===== src/rtl/multi_cycle_control_unit_pkg.sv =====
// Shared encodings for the multi-cycle RV32I control unit and its datapath:
// state codes, mux select values, opcodes and the packed control word.
package multi_cycle_control_unit_pkg;

  localparam int OPCODE_W_DEF = 7;

  typedef enum logic [2:0] {
    S_IF   = 3'd0,
    S_ID   = 3'd1,
    S_EX   = 3'd2,
    S_MEM  = 3'd3,
    S_WB   = 3'd4,
    S_HALT = 3'd5
  } state_t;

  localparam logic [1:0] WB_ALUOUT = 2'd0;
  localparam logic [1:0] WB_MDR    = 2'd1;
  localparam logic [1:0] WB_PC4    = 2'd2;

  localparam logic [1:0] SRC_A_PC   = 2'd0;
  localparam logic [1:0] SRC_A_RS1  = 2'd1;
  localparam logic [1:0] SRC_A_ZERO = 2'd2;

  localparam logic [1:0] SRC_B_RS2  = 2'd0;
  localparam logic [1:0] SRC_B_FOUR = 2'd1;
  localparam logic [1:0] SRC_B_IMM  = 2'd2;

  localparam logic [1:0] ALU_ADD    = 2'd0;
  localparam logic [1:0] ALU_FUNCT  = 2'd1;
  localparam logic [1:0] ALU_BRANCH = 2'd2;

  localparam logic PC_SRC_ALU    = 1'b0;
  localparam logic PC_SRC_ALUOUT = 1'b1;

  localparam logic [6:0] OP_R      = 7'b0110011;
  localparam logic [6:0] OP_I      = 7'b0010011;
  localparam logic [6:0] OP_LOAD   = 7'b0000011;
  localparam logic [6:0] OP_STORE  = 7'b0100011;
  localparam logic [6:0] OP_LUI    = 7'b0110111;
  localparam logic [6:0] OP_AUIPC  = 7'b0010111;
  localparam logic [6:0] OP_BRANCH = 7'b1100011;
  localparam logic [6:0] OP_JAL    = 7'b1101111;
  localparam logic [6:0] OP_JALR   = 7'b1100111;
  localparam logic [6:0] OP_SYSTEM = 7'b1110011;

  typedef struct packed {
    logic       mem_read;
    logic       mem_write;
    logic       i_or_d;
    logic       ir_write;
    logic       reg_write;
    logic [1:0] wb_sel;
    logic [1:0] alu_src_a;
    logic [1:0] alu_src_b;
    logic [1:0] alu_op;
    logic       pc_write;
    logic       pc_source;
    logic       halted;
    logic       illegal_inst;
  } ctrl_t;

  function automatic logic is_known_opcode(input logic [6:0] op);
    case (op)
      OP_R, OP_I, OP_LOAD, OP_STORE, OP_LUI, OP_AUIPC,
      OP_BRANCH, OP_JAL, OP_JALR, OP_SYSTEM: return 1'b1;
      default:                               return 1'b0;
    endcase
  endfunction

  // Opcodes whose WB cycle writes rd (jumps write rd in EX instead).
  function automatic logic writes_rd_in_wb(input logic [6:0] op);
    case (op)
      OP_R, OP_I, OP_LOAD, OP_LUI, OP_AUIPC: return 1'b1;
      default:                               return 1'b0;
    endcase
  endfunction

endpackage


===== src/rtl/multi_cycle_control_unit_if.sv =====
// Control bundle between the multi-cycle control unit (master) and the
// shared datapath/memory (slave).
interface multi_cycle_control_unit_if #(
  parameter int OPCODE_W = 7
);
  logic [OPCODE_W-1:0] opcode;
  logic                bcond;
  logic                is_halt_cond;
  // Memory handshake: mem_read/mem_write act as valid and stay stable, with
  // i_or_d, until the cycle mem_ready (ready) is high; that cycle completes it.
  logic                mem_ready;
  logic                mem_read;
  logic                mem_write;
  logic                i_or_d;
  logic                ir_write;
  logic                reg_write;
  logic [1:0]          wb_sel;
  logic [1:0]          alu_src_a;
  logic [1:0]          alu_src_b;
  logic [1:0]          alu_op;
  logic                pc_write;
  logic                pc_source;

  modport master (
    input  opcode, bcond, is_halt_cond, mem_ready,
    output mem_read, mem_write, i_or_d, ir_write, reg_write, wb_sel,
           alu_src_a, alu_src_b, alu_op, pc_write, pc_source
  );

  modport slave (
    output opcode, bcond, is_halt_cond, mem_ready,
    input  mem_read, mem_write, i_or_d, ir_write, reg_write, wb_sel,
           alu_src_a, alu_src_b, alu_op, pc_write, pc_source
  );
endinterface


===== src/rtl/multi_cycle_control_unit_decoder.sv =====
// Combinational map from (state, opcode, bcond, mem_ready) to the datapath
// control word; every field defaults to 0.
module control_output_decoder
  import multi_cycle_control_unit_pkg::*;
(
  input  state_t     state,
  input  logic [6:0] opcode,
  input  logic       bcond,
  input  logic       mem_ready,
  output ctrl_t      ctrl
);

  always_comb begin
    ctrl = '0;
    case (state)
      S_IF: begin
        ctrl.mem_read = 1'b1;
        ctrl.i_or_d   = 1'b0;
        ctrl.ir_write = mem_ready;
      end
      S_ID: begin
        // ALUOut captures PC+imm, used later as branch/JAL target.
        ctrl.alu_src_a    = SRC_A_PC;
        ctrl.alu_src_b    = SRC_B_IMM;
        ctrl.alu_op       = ALU_ADD;
        ctrl.illegal_inst = !is_known_opcode(opcode);
      end
      S_EX: begin
        case (opcode)
          OP_R: begin
            ctrl.alu_src_a = SRC_A_RS1;
            ctrl.alu_src_b = SRC_B_RS2;
            ctrl.alu_op    = ALU_FUNCT;
          end
          OP_I: begin
            ctrl.alu_src_a = SRC_A_RS1;
            ctrl.alu_src_b = SRC_B_IMM;
            ctrl.alu_op    = ALU_FUNCT;
          end
          OP_LOAD, OP_STORE: begin
            ctrl.alu_src_a = SRC_A_RS1;
            ctrl.alu_src_b = SRC_B_IMM;
            ctrl.alu_op    = ALU_ADD;
          end
          OP_LUI: begin
            ctrl.alu_src_a = SRC_A_ZERO;
            ctrl.alu_src_b = SRC_B_IMM;
            ctrl.alu_op    = ALU_ADD;
          end
          OP_AUIPC: begin
            ctrl.alu_src_a = SRC_A_PC;
            ctrl.alu_src_b = SRC_B_IMM;
            ctrl.alu_op    = ALU_ADD;
          end
          OP_BRANCH: begin
            ctrl.alu_src_a = SRC_A_RS1;
            ctrl.alu_src_b = SRC_B_RS2;
            ctrl.alu_op    = ALU_BRANCH;
            if (bcond) begin
              ctrl.pc_write  = 1'b1;
              ctrl.pc_source = PC_SRC_ALUOUT;
            end
          end
          OP_JAL: begin
            ctrl.reg_write = 1'b1;
            ctrl.wb_sel    = WB_PC4;
            ctrl.pc_write  = 1'b1;
            ctrl.pc_source = PC_SRC_ALUOUT;
          end
          OP_JALR: begin
            // Target comes straight off the ALU; datapath clears bit 0.
            ctrl.alu_src_a = SRC_A_RS1;
            ctrl.alu_src_b = SRC_B_IMM;
            ctrl.alu_op    = ALU_ADD;
            ctrl.reg_write = 1'b1;
            ctrl.wb_sel    = WB_PC4;
            ctrl.pc_write  = 1'b1;
            ctrl.pc_source = PC_SRC_ALU;
          end
          default: ;
        endcase
      end
      S_MEM: begin
        ctrl.i_or_d    = 1'b1;
        ctrl.mem_read  = (opcode == OP_LOAD);
        ctrl.mem_write = (opcode == OP_STORE);
      end
      S_WB: begin
        ctrl.alu_src_a = SRC_A_PC;
        ctrl.alu_src_b = SRC_B_FOUR;
        ctrl.alu_op    = ALU_ADD;
        ctrl.pc_write  = 1'b1;
        ctrl.pc_source = PC_SRC_ALU;
        ctrl.reg_write = writes_rd_in_wb(opcode);
        ctrl.wb_sel    = (opcode == OP_LOAD) ? WB_MDR : WB_ALUOUT;
      end
      S_HALT: ctrl.halted = 1'b1;
      default: ;
    endcase
  end

endmodule


===== src/rtl/multi_cycle_control_unit.sv =====
// Moore control FSM for the shared multi-cycle RV32I datapath: state
// register, next-state logic and the retired-instruction counter.
module multi_cycle_control_unit
  import multi_cycle_control_unit_pkg::*;
#(
  parameter int CNT_W    = 32,
  parameter int OPCODE_W = OPCODE_W_DEF
)(
  input  logic                        clk,
  input  logic                        reset,
  multi_cycle_control_unit_if.master  bus,
  output logic [2:0]                  state,
  output logic                        halted,
  output logic [CNT_W-1:0]            num_inst,
  output logic                        illegal_inst
);

  state_t              state_q, state_d;
  ctrl_t               ctrl;
  logic [OPCODE_W-1:0] opcode;
  logic [6:0]          op;
  logic                retire;

  assign opcode = bus.opcode;
  assign op     = opcode[6:0];

  always_ff @(posedge clk or negedge reset) begin
    if (!reset) state_q <= S_IF;
    else        state_q <= state_d;
  end

  always_comb begin
    state_d = state_q;
    case (state_q)
      S_IF:  if (bus.mem_ready) state_d = S_ID;
      S_ID: begin
        if (op == OP_SYSTEM)           state_d = bus.is_halt_cond ? S_HALT : S_WB;
        else if (!is_known_opcode(op)) state_d = S_WB;
        else                           state_d = S_EX;
      end
      S_EX: begin
        case (op)
          OP_LOAD, OP_STORE: state_d = S_MEM;
          OP_BRANCH:         state_d = bus.bcond ? S_IF : S_WB;
          OP_JAL, OP_JALR:   state_d = S_IF;
          default:           state_d = S_WB;
        endcase
      end
      S_MEM:  if (bus.mem_ready) state_d = S_WB;
      S_WB:   state_d = S_IF;
      S_HALT: state_d = S_HALT;
      default: state_d = S_IF;
    endcase
  end

  control_output_decoder u_decoder (
    .state     (state_q),
    .opcode    (op),
    .bcond     (bus.bcond),
    .mem_ready (bus.mem_ready),
    .ctrl      (ctrl)
  );

  // Every retiring path writes the PC, except the halting ECALL.
  assign retire = ctrl.pc_write || ((state_q == S_ID) && (state_d == S_HALT));

  always_ff @(posedge clk or negedge reset) begin
    if (!reset)      num_inst <= '0;
    else if (retire) num_inst <= num_inst + 1'b1;
  end

  assign bus.mem_read  = ctrl.mem_read;
  assign bus.mem_write = ctrl.mem_write;
  assign bus.i_or_d    = ctrl.i_or_d;
  assign bus.ir_write  = ctrl.ir_write;
  assign bus.reg_write = ctrl.reg_write;
  assign bus.wb_sel    = ctrl.wb_sel;
  assign bus.alu_src_a = ctrl.alu_src_a;
  assign bus.alu_src_b = ctrl.alu_src_b;
  assign bus.alu_op    = ctrl.alu_op;
  assign bus.pc_write  = ctrl.pc_write;
  assign bus.pc_source = ctrl.pc_source;

  assign state        = state_q;
  assign halted       = ctrl.halted;
  assign illegal_inst = ctrl.illegal_inst;

endmodule


===== src/flat_wrapper.sv =====
// flat-port wrapper written by rule: the top's interface ports become plain ports
module multi_cycle_control_unit_flat import multi_cycle_control_unit_pkg::*;
#(
  parameter int CNT_W    = 32,
  parameter int OPCODE_W = OPCODE_W_DEF
)
  (clk, reset, state, halted, num_inst, illegal_inst, bus_opcode, bus_bcond, bus_is_halt_cond, bus_mem_ready, bus_mem_read, bus_mem_write, bus_i_or_d, bus_ir_write, bus_reg_write, bus_wb_sel, bus_alu_src_a, bus_alu_src_b, bus_alu_op, bus_pc_write, bus_pc_source);
  multi_cycle_control_unit_if #(.OPCODE_W(OPCODE_W)) bus_i ();
  input  logic clk;
  input  logic reset;
  output logic [2:0] state;
  output logic halted;
  output logic [CNT_W-1:0] num_inst;
  output logic illegal_inst;
  input wire logic [$bits(bus_i.opcode)-1:0] bus_opcode;
  input wire logic [$bits(bus_i.bcond)-1:0] bus_bcond;
  input wire logic [$bits(bus_i.is_halt_cond)-1:0] bus_is_halt_cond;
  input wire logic [$bits(bus_i.mem_ready)-1:0] bus_mem_ready;
  output wire logic [$bits(bus_i.mem_read)-1:0] bus_mem_read;
  output wire logic [$bits(bus_i.mem_write)-1:0] bus_mem_write;
  output wire logic [$bits(bus_i.i_or_d)-1:0] bus_i_or_d;
  output wire logic [$bits(bus_i.ir_write)-1:0] bus_ir_write;
  output wire logic [$bits(bus_i.reg_write)-1:0] bus_reg_write;
  output wire logic [$bits(bus_i.wb_sel)-1:0] bus_wb_sel;
  output wire logic [$bits(bus_i.alu_src_a)-1:0] bus_alu_src_a;
  output wire logic [$bits(bus_i.alu_src_b)-1:0] bus_alu_src_b;
  output wire logic [$bits(bus_i.alu_op)-1:0] bus_alu_op;
  output wire logic [$bits(bus_i.pc_write)-1:0] bus_pc_write;
  output wire logic [$bits(bus_i.pc_source)-1:0] bus_pc_source;
  assign bus_i.opcode = bus_opcode;
  assign bus_i.bcond = bus_bcond;
  assign bus_i.is_halt_cond = bus_is_halt_cond;
  assign bus_i.mem_ready = bus_mem_ready;
  assign bus_mem_read = bus_i.mem_read;
  assign bus_mem_write = bus_i.mem_write;
  assign bus_i_or_d = bus_i.i_or_d;
  assign bus_ir_write = bus_i.ir_write;
  assign bus_reg_write = bus_i.reg_write;
  assign bus_wb_sel = bus_i.wb_sel;
  assign bus_alu_src_a = bus_i.alu_src_a;
  assign bus_alu_src_b = bus_i.alu_src_b;
  assign bus_alu_op = bus_i.alu_op;
  assign bus_pc_write = bus_i.pc_write;
  assign bus_pc_source = bus_i.pc_source;
  multi_cycle_control_unit #(.CNT_W(CNT_W), .OPCODE_W(OPCODE_W)) u_core (.clk(clk), .reset(reset), .bus(bus_i), .state(state), .halted(halted), .num_inst(num_inst), .illegal_inst(illegal_inst));
endmodule

===== config.mk =====
export PLATFORM = sky130hd
export DESIGN_NAME = multi_cycle_control_unit_flat
export DESIGN_NICKNAME = d
export VERILOG_FILES = /design/src/rtl/multi_cycle_control_unit_pkg.sv /design/src/rtl/multi_cycle_control_unit_if.sv /design/src/rtl/multi_cycle_control_unit_decoder.sv /design/src/rtl/multi_cycle_control_unit.sv /design/src/flat_wrapper.sv
export SDC_FILE = /design/constraint.sdc
export NUM_CORES = 1
export LEC_CHECK = 0
export ABC_AREA = 1
export BUFFER_PORTS_ARGS = -buffer_cell sky130_fd_sc_hd__buf_2
export CAP_MARGIN = 10
export CORE_MARGIN = 3
export CORE_UTILIZATION = 41
export CTS_CLUSTER_SIZE = 8
export DETAILED_ROUTE_END_ITERATION = 8
export GPL_ROUTABILITY_DRIVEN = 0
export PLACE_DENSITY = 0.75
export SYNTH_ARGS = -nofsm -noshare
export SYNTH_HDL_FRONTEND = slang
export SYNTH_SLANG_ARGS = --single-unit

===== constraint.sdc =====
create_clock -name clk -period 1.7 [get_ports clk]
set_input_delay 0.34 -clock clk [delete_from_list [all_inputs] [get_ports clk]]
set_output_delay 0.34 -clock clk [all_outputs]
set_load 0.03 [all_outputs]

==> out/qor.yml <==
status: "finished with violations"
violations: "negative setup slack"
clkPwrFrac_pct: 20.7
final_cell_mix: "nand2_1 (173), nor2_1 (51), buf_2 (49)"
utilization_pct: 57.3
io_buffers: 63
numCtsBuffers: 5
cts_tree: "built"
crit_fanout: 8
drive_gt1_share_pct: 31.7
area_growth_pct: 35.0
placed_cells: 561
hold_viol: 0
p_sw_share_pct: 44.5
fp.dieArea_um2: 7630
max_freq_ghz: 0.550
power.internal_uw: 1790
hold_path_depth: 4
syn_avg_cell_area_um2: 6.51
p_leak_uw: 0.00188
num_antenna_cells: 0
grt_busiest_layer: "met2"
clock_path_buffers: 2
cts_sinks: 35
first_iter_violations: 253
powerDensity_nw_per_um2: 883
io_pins: 64
syn_inst: 417
comb_power_share_pct: 47.9
yosysWarnings: 0
ir_worst_vdd_uv: 721
setup_viol: 13
final.period_utilization_pct: 107
slew_headroom_pct: 70.8
fin_ws_ns: -0.117
reg2reg_depth: 7
core_um2: 6390
crit_arrival_ns: 1.48
die_x_um: 87.3
critPathKind: "register to output port"
grt_use_met1_pct: 28.0
synthesis.area_um2: 2710
finalMaxSlewViolations: 0
tightest_slew_ns: 0.439
hold_ws_ns: 0.400
clkTransAtPathRegs_ns: 0.07
crit_required_ns: 1.36
min_path_type: "input port to register"
syn_nets: 430
final_common_cell: "nand2_1"
grt_pass1_wl_um: 13700
grt_pass1_vias: 2938
min_period_ns: 1.82
met2_usage_pct: 37.2
htree_levels: 2
critPathCaptureType: "output port"
grt_usage_pct: 22.2
drtAntennaViolNets: 0
yosysUniqueCellTypes: 27
start_util_pct: 42.5
ys_ff_latch: 35
hpwlAfterDp_um: 5870
root_buffer: "clkbuf_8"
p_sw_uw: 1440
start_kind: "register"
antenna_found_initial: 0
max_cap_viol_count: 0
wl_per_cell_um: 14.3
rsz0062_at_grt: "true"
clk_latency_ns: 0.31
fin_nets: 520
grt_max_degree: 33
clock_skew_ns: 0.0170
fin_cells: 585
pwr-share-seq_pct: 31.4
row_count: 29
die_y_um: 87.3
yosysSeqAreaShare_pct: 32.3
drcViolationCount: 0
vias: 3142
drt-total-wl_um: 8340
dr.pass1.iters: 4
total_power_uw: 3230
vias_per_cell: 5.37
overflow: 0
grt_use_met3_pct: 4.54
-- kinds of logic after synthesis --
| logic type | after synthesis | synth area share (%) |
|---|---|---|
| and+or+nand+nor | 323 | 55.0 |
| buffers and inverters | 35 | 5.86 |
| DFF | 35 | 32.3 |
| xor gates and xnor gates | 15 | 4.84 |
| AOI/OAI and AO/OA | 8 | 1.52 |
| adders and majority gates | 1 | 0.461 |
-- timing repair --
item	in CTS	in global routing
hold buffers	1	0
pin swaps	6	6
gates cloned	0	1
resized for setup	31	18
setup buffers	9	5
setup endpoints to repair	14	42
endpoints found under the hold margin	17	0
-- cells in the mapped netlist --
master / number / area share, %
a21oi_1: 3 / 0.55
buf_1: 1 / 0.14
buf_2: 4 / 0.74
buf_6: 3 / 1.2
clkbuf_1: 4 / 0.55
dfrtp_1: 35 / 32
ha_1: 1 / 0.46
inv_1: 14 / 1.9
inv_2: 9 / 1.2
nand2_1: 177 / 24
nand2_2: 5 / 1.2
nand3_1: 11 / 2.0
nand3_2: 4 / 1.5
nand3_4: 2 / 1.3
nand3b_1: 16 / 4.4
nand4_1: 34 / 7.8
nor2_1: 59 / 8.2
nor2_2: 6 / 1.4
nor2_4: 2 / 0.83
nor3_1: 4 / 0.74
nor3_2: 1 / 0.37
nor3_4: 1 / 0.60
o21ai_0: 4 / 0.74
o22ai_1: 1 / 0.23
or2_2: 1 / 0.23
xnor2_1: 5 / 1.6
xor2_1: 10 / 3.2
-- registers in the layout, indices dropped and copies added (netlist names) --
signal and flops:
u_core.state 3, u_core.num_inst 32
-- power groups by stage --
stage	clock (uW)	sequential, uW	combinational (uW)
2_1_floorplan	0	1180	771
3_3_place_gp	0	1040	1190
3_5_place_dp	0	1040	1200
4_1_cts	683	1010	1400
5_1_grt	716	1020	1650
6_report	669	1010	1550
-- worst max-delay path, cell delays in order, from the launching register on --
cell,delay [ns]
dfrtp_2,0.43
inv_4,0.09
nand3_4,0.19
nor2_4,0.18
nand2_2,0.06
o21ai_2,0.06
buf_6,0.15
-- routing by layer --
| metal | wire (um) | part of all wire, % | vias to the layer above |
|---|---|---|---|
| met5 | 0 | 0 | - |
| met4 | 174 | 2.1 | 0 |
| met3 | 497 | 6.0 | 13 |
| met2 | 4080 | 49 | 110 |
| met1 | 3590 | 43 | 1481 |
| li1 | - | - | 1538 |
-- area by class of cell --
| class | count | area (um^2) |
|---|---|---|
| repair buffers | 94 | 639 |
| inverters | 23 | 96.3 |
| fillers | 601 | 2720 |
| multi-input cells | 348 | 1850 |
| flip-flops and latches | 35 | 882 |
| well taps | 77 | 96.3 |
| clock inverters | 2 | 16.3 |
| clock buffers | 6 | 82.6 |
-- stage by stage --
step	cell area, um^2	setup WS, ns	setup TNS, ns
2_1_floorplan	2820	-0.142	-0.294
3_3_place_gp	3280	-0.0301	-0.0588
3_5_place_dp	3280	-0.0941	-0.251
4_1_cts	3560	-0.112	-0.868
5_1_grt	3660	-0.172	-1.76
6_report	3660	-0.117	-0.965
-- worst paths after layout --
kind                       slack (ns)                       startpoint                               to
max                             -0.12        u_core.state[2]$_DFF_PN0_                    bus_pc_source
min                              0.40                    bus_mem_ready        u_core.state[1]$_DFF_PN0_
max reg2reg                      0.07        u_core.state[2]$_DFF_PN0_   u_core.num_inst[6]$_DFFE_PN0P_
min reg2reg                      0.59  u_core.num_inst[31]$_DFFE_PN0P_  u_core.num_inst[31]$_DFFE_PN0P_
max in group asynchronous        0.75                            reset  u_core.num_inst[14]$_DFFE_PN0P_
min in group asynchronous        0.51                            reset   u_core.num_inst[8]$_DFFE_PN0P_
No activity file was read; power rests on OpenSTA's default activity.
